**src/rtl/seg_scan_bcd.sv**
```systemverilog
// Multiplexed 7-segment driver with a sequential shift-add-3 binary-to-BCD converter.
// Conversion FSM fills a display register; an independent scan/blink engine drives the pins.
module seg_scan_bcd #(
  parameter int unsigned NUM_DIG     = 5,
  parameter int unsigned BIN_W       = 16,
  parameter int unsigned SCAN_DIV    = 50000,
  parameter int unsigned BLINK_DIV   = 250,
  parameter bit          SEL_ACT_LOW = 1'b1,
  parameter bit          SEG_ACT_LOW = 1'b1
) (
  input  logic               sys_clk,
  input  logic               sys_rst,
  input  logic [BIN_W-1:0]   bin_val,
  input  logic               val_load,
  input  logic [NUM_DIG-1:0] dp_mask,
  input  logic [NUM_DIG-1:0] blink_mask,
  input  logic               blank_lz,
  output logic               busy,
  output logic               ovf,
  output logic [NUM_DIG-1:0] seg_sel,
  output logic [7:0]         seg_led
);

  localparam int unsigned BCD_W  = 4 * NUM_DIG + 4;
  localparam int unsigned SR_W   = BCD_W + BIN_W;
  localparam int unsigned CNT_W  = (BIN_W > 1) ? $clog2(BIN_W) : 1;
  localparam int unsigned SCAN_W = (SCAN_DIV > 1) ? $clog2(SCAN_DIV) : 1;
  localparam int unsigned BLK_W  = (BLINK_DIV > 1) ? $clog2(BLINK_DIV) : 1;
  localparam int unsigned IDX_W  = (NUM_DIG > 1) ? $clog2(NUM_DIG) : 1;

  localparam logic [NUM_DIG-1:0] SEL_OFF = SEL_ACT_LOW ? '1 : '0;
  localparam logic [7:0]         SEG_OFF = SEG_ACT_LOW ? 8'hFF : 8'h00;

  typedef enum logic [1:0] {
    IDLE  = 2'd0,
    LOAD  = 2'd1,
    SHIFT = 2'd2,
    DONE  = 2'd3
  } state_t;

  state_t               state;
  logic [BIN_W-1:0]     cur_val;
  logic [BIN_W-1:0]     pend_val;
  logic                 pend;
  logic [SR_W-1:0]      sr;
  logic [SR_W-1:0]      sr_adj;
  logic [CNT_W-1:0]     sh_cnt;
  logic                 ovf_st;
  logic [4*NUM_DIG-1:0] disp;

  logic [SCAN_W-1:0]    scan_cnt;
  logic [IDX_W-1:0]     idx;
  logic [BLK_W-1:0]     blk_cnt;
  logic                 phase;
  logic                 tick;
  logic [3:0]           nib;
  logic                 lz;
  logic                 dp;
  logic [7:0]           seg_on;
  logic [NUM_DIG-1:0]   sel_on;

  // Add-3 correction on every BCD nibble (including the overflow nibble) before the shift
  always_comb begin
    sr_adj = sr;
    for (int i = 0; i <= int'(NUM_DIG); i++) begin
      if (sr[BIN_W + 4*i +: 4] >= 4'd5)
        sr_adj[BIN_W + 4*i +: 4] = sr[BIN_W + 4*i +: 4] + 4'd3;
    end
  end

  // Conversion FSM; a load arriving while not idle lands in the one-deep pending slot
  always_ff @(posedge sys_clk or posedge sys_rst) begin
    if (sys_rst) begin
      state    <= IDLE;
      cur_val  <= '0;
      pend_val <= '0;
      pend     <= 1'b0;
      sr       <= '0;
      sh_cnt   <= '0;
      ovf_st   <= 1'b0;
      disp     <= '0;
      ovf      <= 1'b0;
      busy     <= 1'b0;
    end else begin
      case (state)
        IDLE: begin
          if (val_load) begin
            cur_val <= bin_val;
            state   <= LOAD;
          end else if (pend) begin
            cur_val <= pend_val;
            pend    <= 1'b0;
            state   <= LOAD;
          end
        end
        LOAD: begin
          busy   <= 1'b1;
          sr     <= {{BCD_W{1'b0}}, cur_val};
          sh_cnt <= '0;
          ovf_st <= 1'b0;
          state  <= SHIFT;
          if (val_load) begin
            pend     <= 1'b1;
            pend_val <= bin_val;
          end
        end
        SHIFT: begin
          sr     <= {sr_adj[SR_W-2:0], 1'b0};
          ovf_st <= ovf_st | sr_adj[SR_W-1];
          sh_cnt <= sh_cnt + 1'b1;
          if (sh_cnt == CNT_W'(BIN_W - 1))
            state <= DONE;
          if (val_load) begin
            pend     <= 1'b1;
            pend_val <= bin_val;
          end
        end
        DONE: begin
          disp <= sr[BIN_W +: 4*NUM_DIG];
          ovf  <= (sr[SR_W-1 -: 4] != 4'd0) | ovf_st;
          if (pend) begin
            cur_val <= pend_val;
            pend    <= val_load;
            if (val_load)
              pend_val <= bin_val;
            state <= LOAD;
          end else if (val_load) begin
            cur_val <= bin_val;
            state   <= LOAD;
          end else begin
            busy  <= 1'b0;
            state <= IDLE;
          end
        end
        default: state <= IDLE;
      endcase
    end
  end

  assign tick = (scan_cnt == SCAN_W'(SCAN_DIV - 1));

  function automatic logic [6:0] glyph(input logic [3:0] d);
    case (d)
      4'd0:    glyph = 7'h3F;
      4'd1:    glyph = 7'h06;
      4'd2:    glyph = 7'h5B;
      4'd3:    glyph = 7'h4F;
      4'd4:    glyph = 7'h66;
      4'd5:    glyph = 7'h6D;
      4'd6:    glyph = 7'h7D;
      4'd7:    glyph = 7'h07;
      4'd8:    glyph = 7'h7F;
      4'd9:    glyph = 7'h6F;
      default: glyph = 7'h00;
    endcase
  endfunction

  // Content of the digit about to be selected, in active-high form
  always_comb begin
    nib    = disp[4*32'(idx) +: 4];
    lz     = (idx != '0) && ((disp >> (32'd4 * 32'(idx))) == '0);
    dp     = dp_mask[idx];
    sel_on = NUM_DIG'(1) << idx;
    seg_on = {dp, glyph(nib)};
    if (phase && blink_mask[idx])
      seg_on = 8'h00;
    else if (ovf)
      seg_on = {dp, 7'h40};
    else if (blank_lz && lz)
      seg_on = {dp, 7'h00};
  end

  // Scan and blink timing; outputs are refreshed only on a scan tick
  always_ff @(posedge sys_clk or posedge sys_rst) begin
    if (sys_rst) begin
      scan_cnt <= '0;
      idx      <= '0;
      blk_cnt  <= '0;
      phase    <= 1'b0;
      seg_sel  <= SEL_OFF;
      seg_led  <= SEG_OFF;
    end else if (tick) begin
      scan_cnt <= '0;
      seg_sel  <= sel_on ^ SEL_OFF;
      seg_led  <= seg_on ^ SEG_OFF;
      idx      <= (idx == IDX_W'(NUM_DIG - 1)) ? '0 : idx + 1'b1;
      if (blk_cnt == BLK_W'(BLINK_DIV - 1)) begin
        blk_cnt <= '0;
        phase   <= ~phase;
      end else begin
        blk_cnt <= blk_cnt + 1'b1;
      end
    end else begin
      scan_cnt <= scan_cnt + 1'b1;
    end
  end

endmodule

```
**config.mk**
```make
export PLATFORM = sky130hd
export DESIGN_NAME = seg_scan_bcd
export DESIGN_NICKNAME = d
export VERILOG_FILES = /design/src/rtl/seg_scan_bcd.sv
export SDC_FILE = /design/constraint.sdc
export NUM_CORES = 1
export LEC_CHECK = 0
export ABC_CLOCK_PERIOD_IN_PS = 4350
export BUFFER_PORTS_ARGS = -buffer_cell sky130_fd_sc_hd__clkbuf_2
export CORE_MARGIN = 1
export CORE_UTILIZATION = 25
export CTS_CLUSTER_DIAMETER = 80
export DETAILED_ROUTE_END_ITERATION = 7
export HOLD_SLACK_MARGIN = 0.05
export SLEW_MARGIN = 20
export SYNTH_ARGS = -nofsm -noshare
export SYNTH_HDL_FRONTEND = slang
export SYNTH_SLANG_ARGS = --single-unit
```
**constraint.sdc**
```tcl
create_clock -name sys_clk -period 4.35 [get_ports sys_clk]
set_input_delay 0.87 -clock sys_clk [delete_from_list [all_inputs] [get_ports sys_clk]]
set_output_delay 0.87 -clock sys_clk [all_outputs]
set_load 0.01 [all_outputs]
```
# Word level (Yosys, flattened, before mapping)
# Memory sizes are Yosys's and may differ from the RTL's.
# Index checks and enable logic that the tools add are counted.
# totals
elab_cells	114
output_inout_bits	15
rom_bits	112
ff_bits	143
n_memories	1
# memory_table
memory	depth	width	rd	rd_clocked_by_memory_dff	write_ports	line	text
(no name shown)	16	7	1	0	0	143	case (d)
# op_classes
n_reduce_logical	18
order_cmp	7
bitwise_logic	5
shift	3
n_eq_ne	15
mux	39
add_sub_neg	10
# op_table
cell	n
16-bit two-way mux	7
40-bit one-hot mux with 2 select lines	1
16-bit one-hot mux with 2 select lines	2
4-bit by 2-bit adder with 4-bit output (second input constant)	6
4-bit by 3-bit greater-or-equal comparator with 1-bit output (second input constant)	6
4-bit two-way mux	6
20-bit logical NOT	1
20-bit by 6-bit indexed part select with 4-bit output	1
20-bit by 5-bit right shift with 20-bit output	1
16-bit by 1-bit adder with 16-bit output (second input constant)	1
16-bit equality test (second input constant)	1
8-bit two-way mux	2
7-bit two-way mux	2
2-bit != test (second input constant)	5
8-bit by 1-bit adder with 8-bit output (second input constant)	1
8-bit equality test (second input constant)	1
1-bit two-way mux	8
8-bit NOT	1
2-bit one-hot mux with 4 select lines	1
4-bit one-hot mux with 2 select lines	1
2-bit AND reduction	4
2-bit nonzero test	4
1-bit binary-select mux with 3-bit select	2
2-bit two-way mux	3
other kinds (22)	29

# Longest topological paths before layout
# Gate-level depths: netlist (run 1).
# depth
word_depth	8
mapped_depth	13

# Worst setup path after synthesis (run 1)
# OpenSTA, ideal clock, no wires.
# synth_path
path_kind	register to register
startpoint	register idx[0]
endpoint	register seg_led[6]
setup_time_ns	0.091
arrival_time_ns	2.398
stages_incl_launch_ff	11
synth_period_minus_slack_ns	2.489
n_path_buf	2
path_slack_ns	1.861
path_cell_list	dfrtp_1 > clkbuf_1 > buf_2 > mux4_2 > nand2_1 > o21a_1 > ha_1 > nor3b_1 > and4b_1 > a21oi_1 > o31ai_1
# synth_between
elab_chain_len	8
word_cells_on_any_way	14
# synth_rtl
element	line	text
start, declared	52	logic [IDX_W-1:0] idx;
start signal, assigned	186	idx <= (idx == IDX_W'(NUM_DIG - 1)) ? '0 : idx + 1'b1;
branches (longest 6 deep; another with memory 16 x 7 bit)	--	
8-bit two-way mux *	165	if (phase && blink_mask[idx])
8-bit NOT (no line) *	--	
end signal, assigned	185	seg_led <= seg_on ^ SEG_OFF;
end, declared	21	output logic [7:0] seg_led
# Every way passes the cells marked *. The select of a mux whose other input is x is not followed.
# A chain may end at the register's enable or synchronous reset.

# Final worst setup path (run 1)
# Ends and elaborated chain as after synthesis.

==> metrics.yaml, run 1 <==
rows: 61
pwr_density_cell_mw_per_mm2: 533
synthArstFlopShare: 1.00
grt_pass1_vias: 4998
period_needed_ps: 2880
final_area_mm2: 0.00834
grt.overflow.total: 0
yosysTopAreaCellShare: 0.454
drc: 0
hold_ws_ps: 454
initial_core_util: 0.256
cts_tree: "done"
period_share: 0.663
synthesis.area_mm2: 0.00716
status: "complete, no violations"
register_area_mm2: 0.00359
yosysMostFrequentCell: "dfrtp_1"
cts_setup_buffers: 0
crit_start: "idx[0]$_DFFE_PP0N_"
die-width_um: 171
cts-root-buf: "clkbuf_16"
hp-class: "reg -> reg"
layout.nets: 789
ir_drop_mv: 0.465
cap_violations: 0
synthTopCellsByArea: "dfrtp_1 (45%), mux2_2 (6.9%), ha_1 (5.6%), mux2i_1 (4.9%), dfstp_2 (4.8%)"
drv_slew: 0
end_kind: "flop"
grt_start_max_net_pins: 144
cts_buffers: 17
relSlewSlack: 0.311
fmax_ghz: 0.347
drive_gt1_frac: 0.212
synth.top_cells.by_count: "dfrtp_1 (130), nor2_1 (62), nand2_1 (54), o21ai_0 (47), a21oi_1 (45)"
synth_edf_count: 0
port_buffers: 44
antennaDiodeCount: 0
ant_nets: 0
finalSetupViolCount: 0
crit_type: "reg -> reg"
synth_top_area_cell: "dfrtp_1"
worstSetupStartpointType: "flop"
drt_iter0_drc: 299
avgSynthCellArea_um2: 10.4
wirelength_um: 13800
worst_pin_slew_ps: 1030
placed_cells: 1086
clockBufferDepth: 2
ys_seq_area_frac: 0.502
holdCritStartpoint: "seg_sel[4]$_DFFE_PP1N_"
antenna_found_initial: 0
clock_latency_ps: 440
r2r_start: "idx[0]$_DFFE_PP0N_"
fin_cells: 1118
placed_cell_area_mm2: 0.00780
die_y_um: 171
finalSetupTns_ps: 0
wl_per_cell_um: 12.3
p_total_w: 0.00444
crit_fanout: 18
cts_resized: 0
ys_types: 51
area_delta_synth_final_pct: 16.5
place.gp.congestion: 0.808
multiInputGateArea_mm2: 0.00330
htreeDepth: 4
yosys_warnings: 0
dieArea_mm2: 0.0293
cp.required_ps: 4690
core_area_mm2: 0.0280
dr.pass1.iters: 5
cts_hold_buffers: 0
hold_viol: 0
syn_inst: 690
power.leakage_nw: 3.60
synth_fp_nets: 752
grt_pass1_wl_um: 24000
n_fill_cell: 2911
dp.final_hpwl_um: 8920
vias_per_cell: 4.47
vias: 4992
path_clk_slew_ps: 60
arrival_ps: 3230
ys_ff_latch: 143
clock_sinks: 143
synth_top_flop_cell: "dfrtp_1"
gr-usage-all-layers: 0.103
ios: 45
rsz0062_at_grt: "false"
fin_worst_skew_ps: 11.0
-- metal layers --
layer / track usage / share of wire / routed length [um]
met5: 0 / 0 / 0
met4: 0.0404 / 0.0083 / 114
met3: 0.0304 / 0.042 / 577
met2: 0.163 / 0.45 / 6150
met1: 0.131 / 0.50 / 6920
-- state kept, by name, indices dropped and copies added, names as in the netlist, 4 cells and up --
register and count:
blk_cnt 8, cur_val 16, disp 20, pend_val 16
scan_cnt 16, seg_led 8, seg_sel 5, sh_cnt 4
sr 40
-- placed cells by master (no fill, tap or decap), drive strengths merged, types with 24 or more instances in the layout --
| master | synthesis | final |
|---|---|---|
| a21oi | 45 | 45 |
| clkbuf | 19 | 61 |
| dfrtp | 130 | 130 |
| ha | 32 | 32 |
| inv | 41 | 46 |
| mux2 | 44 | 44 |
| mux2i | 35 | 35 |
| nand2 | 54 | 54 |
| nor2 | 62 | 62 |
| o21ai | 48 | 48 |
| o22ai | 24 | 24 |
-- cell type report --
class / instances / share of cell area
repair buffers: 50 / 0.0333
clock buffers: 17 / 0.0510
multi-input cells: 473 / 0.395
flip-flops and latches: 143 / 0.431
inverters: 42 / 0.0193
well taps: 378 / 0.0567
clock inverters: 15 / 0.0133
-- cell families (layout without fill, tap and decap cells) --
logic type,after synthesis,count (layout),synth area share
and+or+nand+nor,188,188,0.126
AOI/OAI and AO/OA,146,146,0.116
DFF,143,143,0.502
muxes,82,82,0.127
buffers and inverters,74,124,0.0414
adders and majority gates,33,33,0.0573
xor gates and xnor gates,24,24,0.0293
-- critical path, stage by stage (launching register included) --
cell and delay, ps:
dfrtp_1 720, mux2i_1 260, nor2_1 60, a311oi_1 610
inv_1 200, ha_1 270, nand3b_1 90, o22ai_1 120
nor2_1 140, o211ai_1 100, a21oi_1 150, o31ai_1 80
-- power breakdown --
group,total (W),switching (W),internal (W),leakage (nW)
sequential,0.00178,0.000164,0.00162,1.82
clock,0.00134,0.000605,0.000733,0.257
combinational,0.00132,0.000778,0.000544,1.52
-- path summary, 6_finish.rpt --
path | endpoint | slack (ps) | cells after the start
max | seg_led[6]$_DFFE_PP1N_ | 1470 | 11
min | seg_sel[4]$_DFFE_PP1N_ | 450 | 2
max reg2reg | seg_led[6]$_DFFE_PP1N_ | 1470 | 11
min reg2reg | seg_sel[4]$_DFFE_PP1N_ | 450 | 2
max in group asynchronous | pend_val[6]$_DFFE_PP0P_ | 3130 | 3
min in group asynchronous | idx[0]$_DFFE_PP0N_ | 620 | 3
-- per-stage QoR --
step	worst slack, ps	utilization
2_1_floorplan	1700	-
3_3_place_gp	1600	0.278
3_5_place_dp	1510	0.278
4_1_cts	1470	0.298
5_1_grt	1180	0.298
6_report	1470	0.298
Power figures use the tool's default switching activity.
==> run 2, diff against run 1 <==
--- a/config.mk
+++ b/config.mk
@@ -5,7 +5,7 @@
 export SDC_FILE = /design/constraint.sdc
 export NUM_CORES = 1
 export LEC_CHECK = 0
-export ABC_CLOCK_PERIOD_IN_PS = 4350
+export ABC_CLOCK_PERIOD_IN_PS = 2450
 export BUFFER_PORTS_ARGS = -buffer_cell sky130_fd_sc_hd__clkbuf_2
 export CORE_MARGIN = 1
 export CORE_UTILIZATION = 25
==> constraint.sdc (replaced) <==
create_clock -name sys_clk -period 2.45 [get_ports sys_clk]
set_input_delay 0.49 -clock sys_clk [delete_from_list [all_inputs] [get_ports sys_clk]]
set_output_delay 0.49 -clock sys_clk [all_outputs]
set_load 0.01 [all_outputs]
==> metrics.yaml, run 2 (synthesized netlist as in run 1, its figures left out) <==
crit_fanout: 8
layout.nets: 807
reg2regPathDepth: 7
m1WireLength_um: 7370
fmax_ghz: 0.429
biggestRegsByFlops: "sr (40), disp (20)"
finalSetupTns_ps: 0
wl_per_cell_um: 12.3
crit_family: "simple AND/OR/NAND/NOR gates"
rrSetupSlack_ps: 120
cts_buffers: 17
cpPeakStageDelay_ps: 710
wirelength_um: 14000
gr-usage-all-layers: 0.103
dr.pass1.iters: 4
place.gp.congestion: 0.833
power.leakage_nw: 3.73
largest-register: "sr"
vias_per_cell: 4.41
path_cells: "buf_4, or4b_2, o31ai_1, nor3b_1, and4b_1, nor3_2, a21oi_1"
path_clk_slew_ps: 60
die_y_um: 171
period_share: 0.950
hp-class: "in -> async"
wl_met2_um: 5960
dieArea_mm2: 0.0293
pwr_density_cell_mw_per_mm2: 978
arrival_ps: 2670
initial_core_util: 0.256
clockBufferDepth: 2
cp.required_ps: 2790
cts-root-buf: "clkbuf_16"
rr_endpoint: "seg_led[0]$_DFFE_PP1N_"
htreeDepth: 4
cap_violations: 0
grt_pass1_wl_um: 24400
wl_met3_um: 516
die-width_um: 171
core_area_mm2: 0.0280
path_buf_inv: 1
drt_iter0_drc: 238
ant_nets: 0
port_buffers: 44
final_area_mm2: 0.00858
hold_viol: 0
fin_worst_skew_ps: 10.9
vias: 5005
cts_hold_buffers: 0
clock_latency_ps: 430
crit_type: "reg -> reg"
placed_cell_area_mm2: 0.00793
slowest_stage: "or4b_2"
drc: 0
worstSetupStartpointType: "flop"
period_needed_ps: 2330
cts_tree: "done"
ir_drop_mv: 0.712
layout_commonest_cell: "dfrtp_1"
clock_sinks: 143
n_fill_cell: 2900
status: "complete, no violations"
antennaDiodeCount: 0
finalSetupViolCount: 0
drv_slew: 0
ios: 45
rows: 61
r2r_start: "idx[0]$_DFFE_PP0N_"
grt_start_max_net_pins: 117
end_kind: "flop"
dr.max_layer_used: "met4"
rsz0062_at_grt: "true"
antenna_found_initial: 0
utilization: 0.306
largest_reg_flops: 40
grt.overflow.total: 0
drive_gt1_frac: 0.236
area_delta_synth_final_pct: 19.8
grt_pass1_vias: 5034
final_cell_mix: "dfrtp_1 (129), nor2_1 (61), nand2_1 (54)"
worst_pin_slew_ps: 645
dp.final_hpwl_um: 9460
relSlewSlack: 0.570
run 2: area by class of cell:
| cell class | instances | area [um2] | share of cell area |
|---|---|---|---|
| Timing Repair Buffer | 68 | 413 | 0.0481 |
| Multi-Input combinational cell | 473 | 3310 | 0.385 |
| Tap cell | 378 | 473 | 0.0551 |
| Sequential cell | 143 | 3600 | 0.419 |
| Clock buffer | 21 | 470 | 0.0548 |
| Clock inverter | 10 | 160 | 0.0187 |
| Inverter | 42 | 161 | 0.0188 |
run 2: worst max-delay path by stage:
stage / startpoint / end / depth (start not counted)
final: idx[0]$_DFFE_PP0N_ / seg_led[0]$_DFFE_PP1N_ / 7
after global routing: idx[0]$_DFFE_PP0N_ / seg_led[6]$_DFFE_PP1N_ / 12
after CTS: idx[0]$_DFFE_PP0N_ / seg_led[6]$_DFFE_PP1N_ / 12
after detailed placement: idx[0]$_DFFE_PP0N_ / seg_led[0]$_DFFE_PP1N_ / 7
after global placement: idx[0]$_DFFE_PP0N_ / seg_led[0]$_DFFE_PP1N_ / 7
after floorplan: idx[0]$_DFFE_PP0N_ / seg_led[6]$_DFFE_PP1N_ / 10
run 2: tightest hold or removal path, stage by stage:
cell	delay, ps
clkbuf_2	120
clkinvlp_4	90
buf_4	320
run 2: routing by layer:
layer | vias up | track usage
met3 | 9 | 0.0274
met5 | - | 0
met1 | 2364 | 0.139
li1 | 2549 | -
met4 | 0 | 0.0377
met2 | 83 | 0.156
run 2: per-stage QoR:
step | hold WS [ps] | std cells | setup WS [ps] | power [W]
after floorplan | 424 | 690 | 5.34 | 0.00506
after global placement | 443 | 1103 | 171 | 0.00561
after detailed placement | 449 | 1103 | 120 | 0.00569
after CTS | 189 | 1134 | 96.3 | 0.00851
after global routing | 226 | 1135 | -37.6 | 0.00894
final | 200 | 1135 | 122 | 0.00840
run 2: report_power, final:
part           internal (W)  total [W]  leakage [nW]  switching (W)
Clock               0.00178    0.00277         0.309       0.000996
Sequential          0.00288    0.00317          1.82       0.000288
Combinational       0.00104    0.00246          1.60        0.00141
Total               0.00570    0.00840          3.73        0.00270
run 2: what timing repair did:
| item | 4_1_cts | 5_1_grt |
|---|---|---|
| setup buffers | 0 | 1 |
| endpoints found under the hold margin | 0 | 0 |
| setup endpoints to repair | 0 | 6 |
| resized for setup | 0 | 6 |
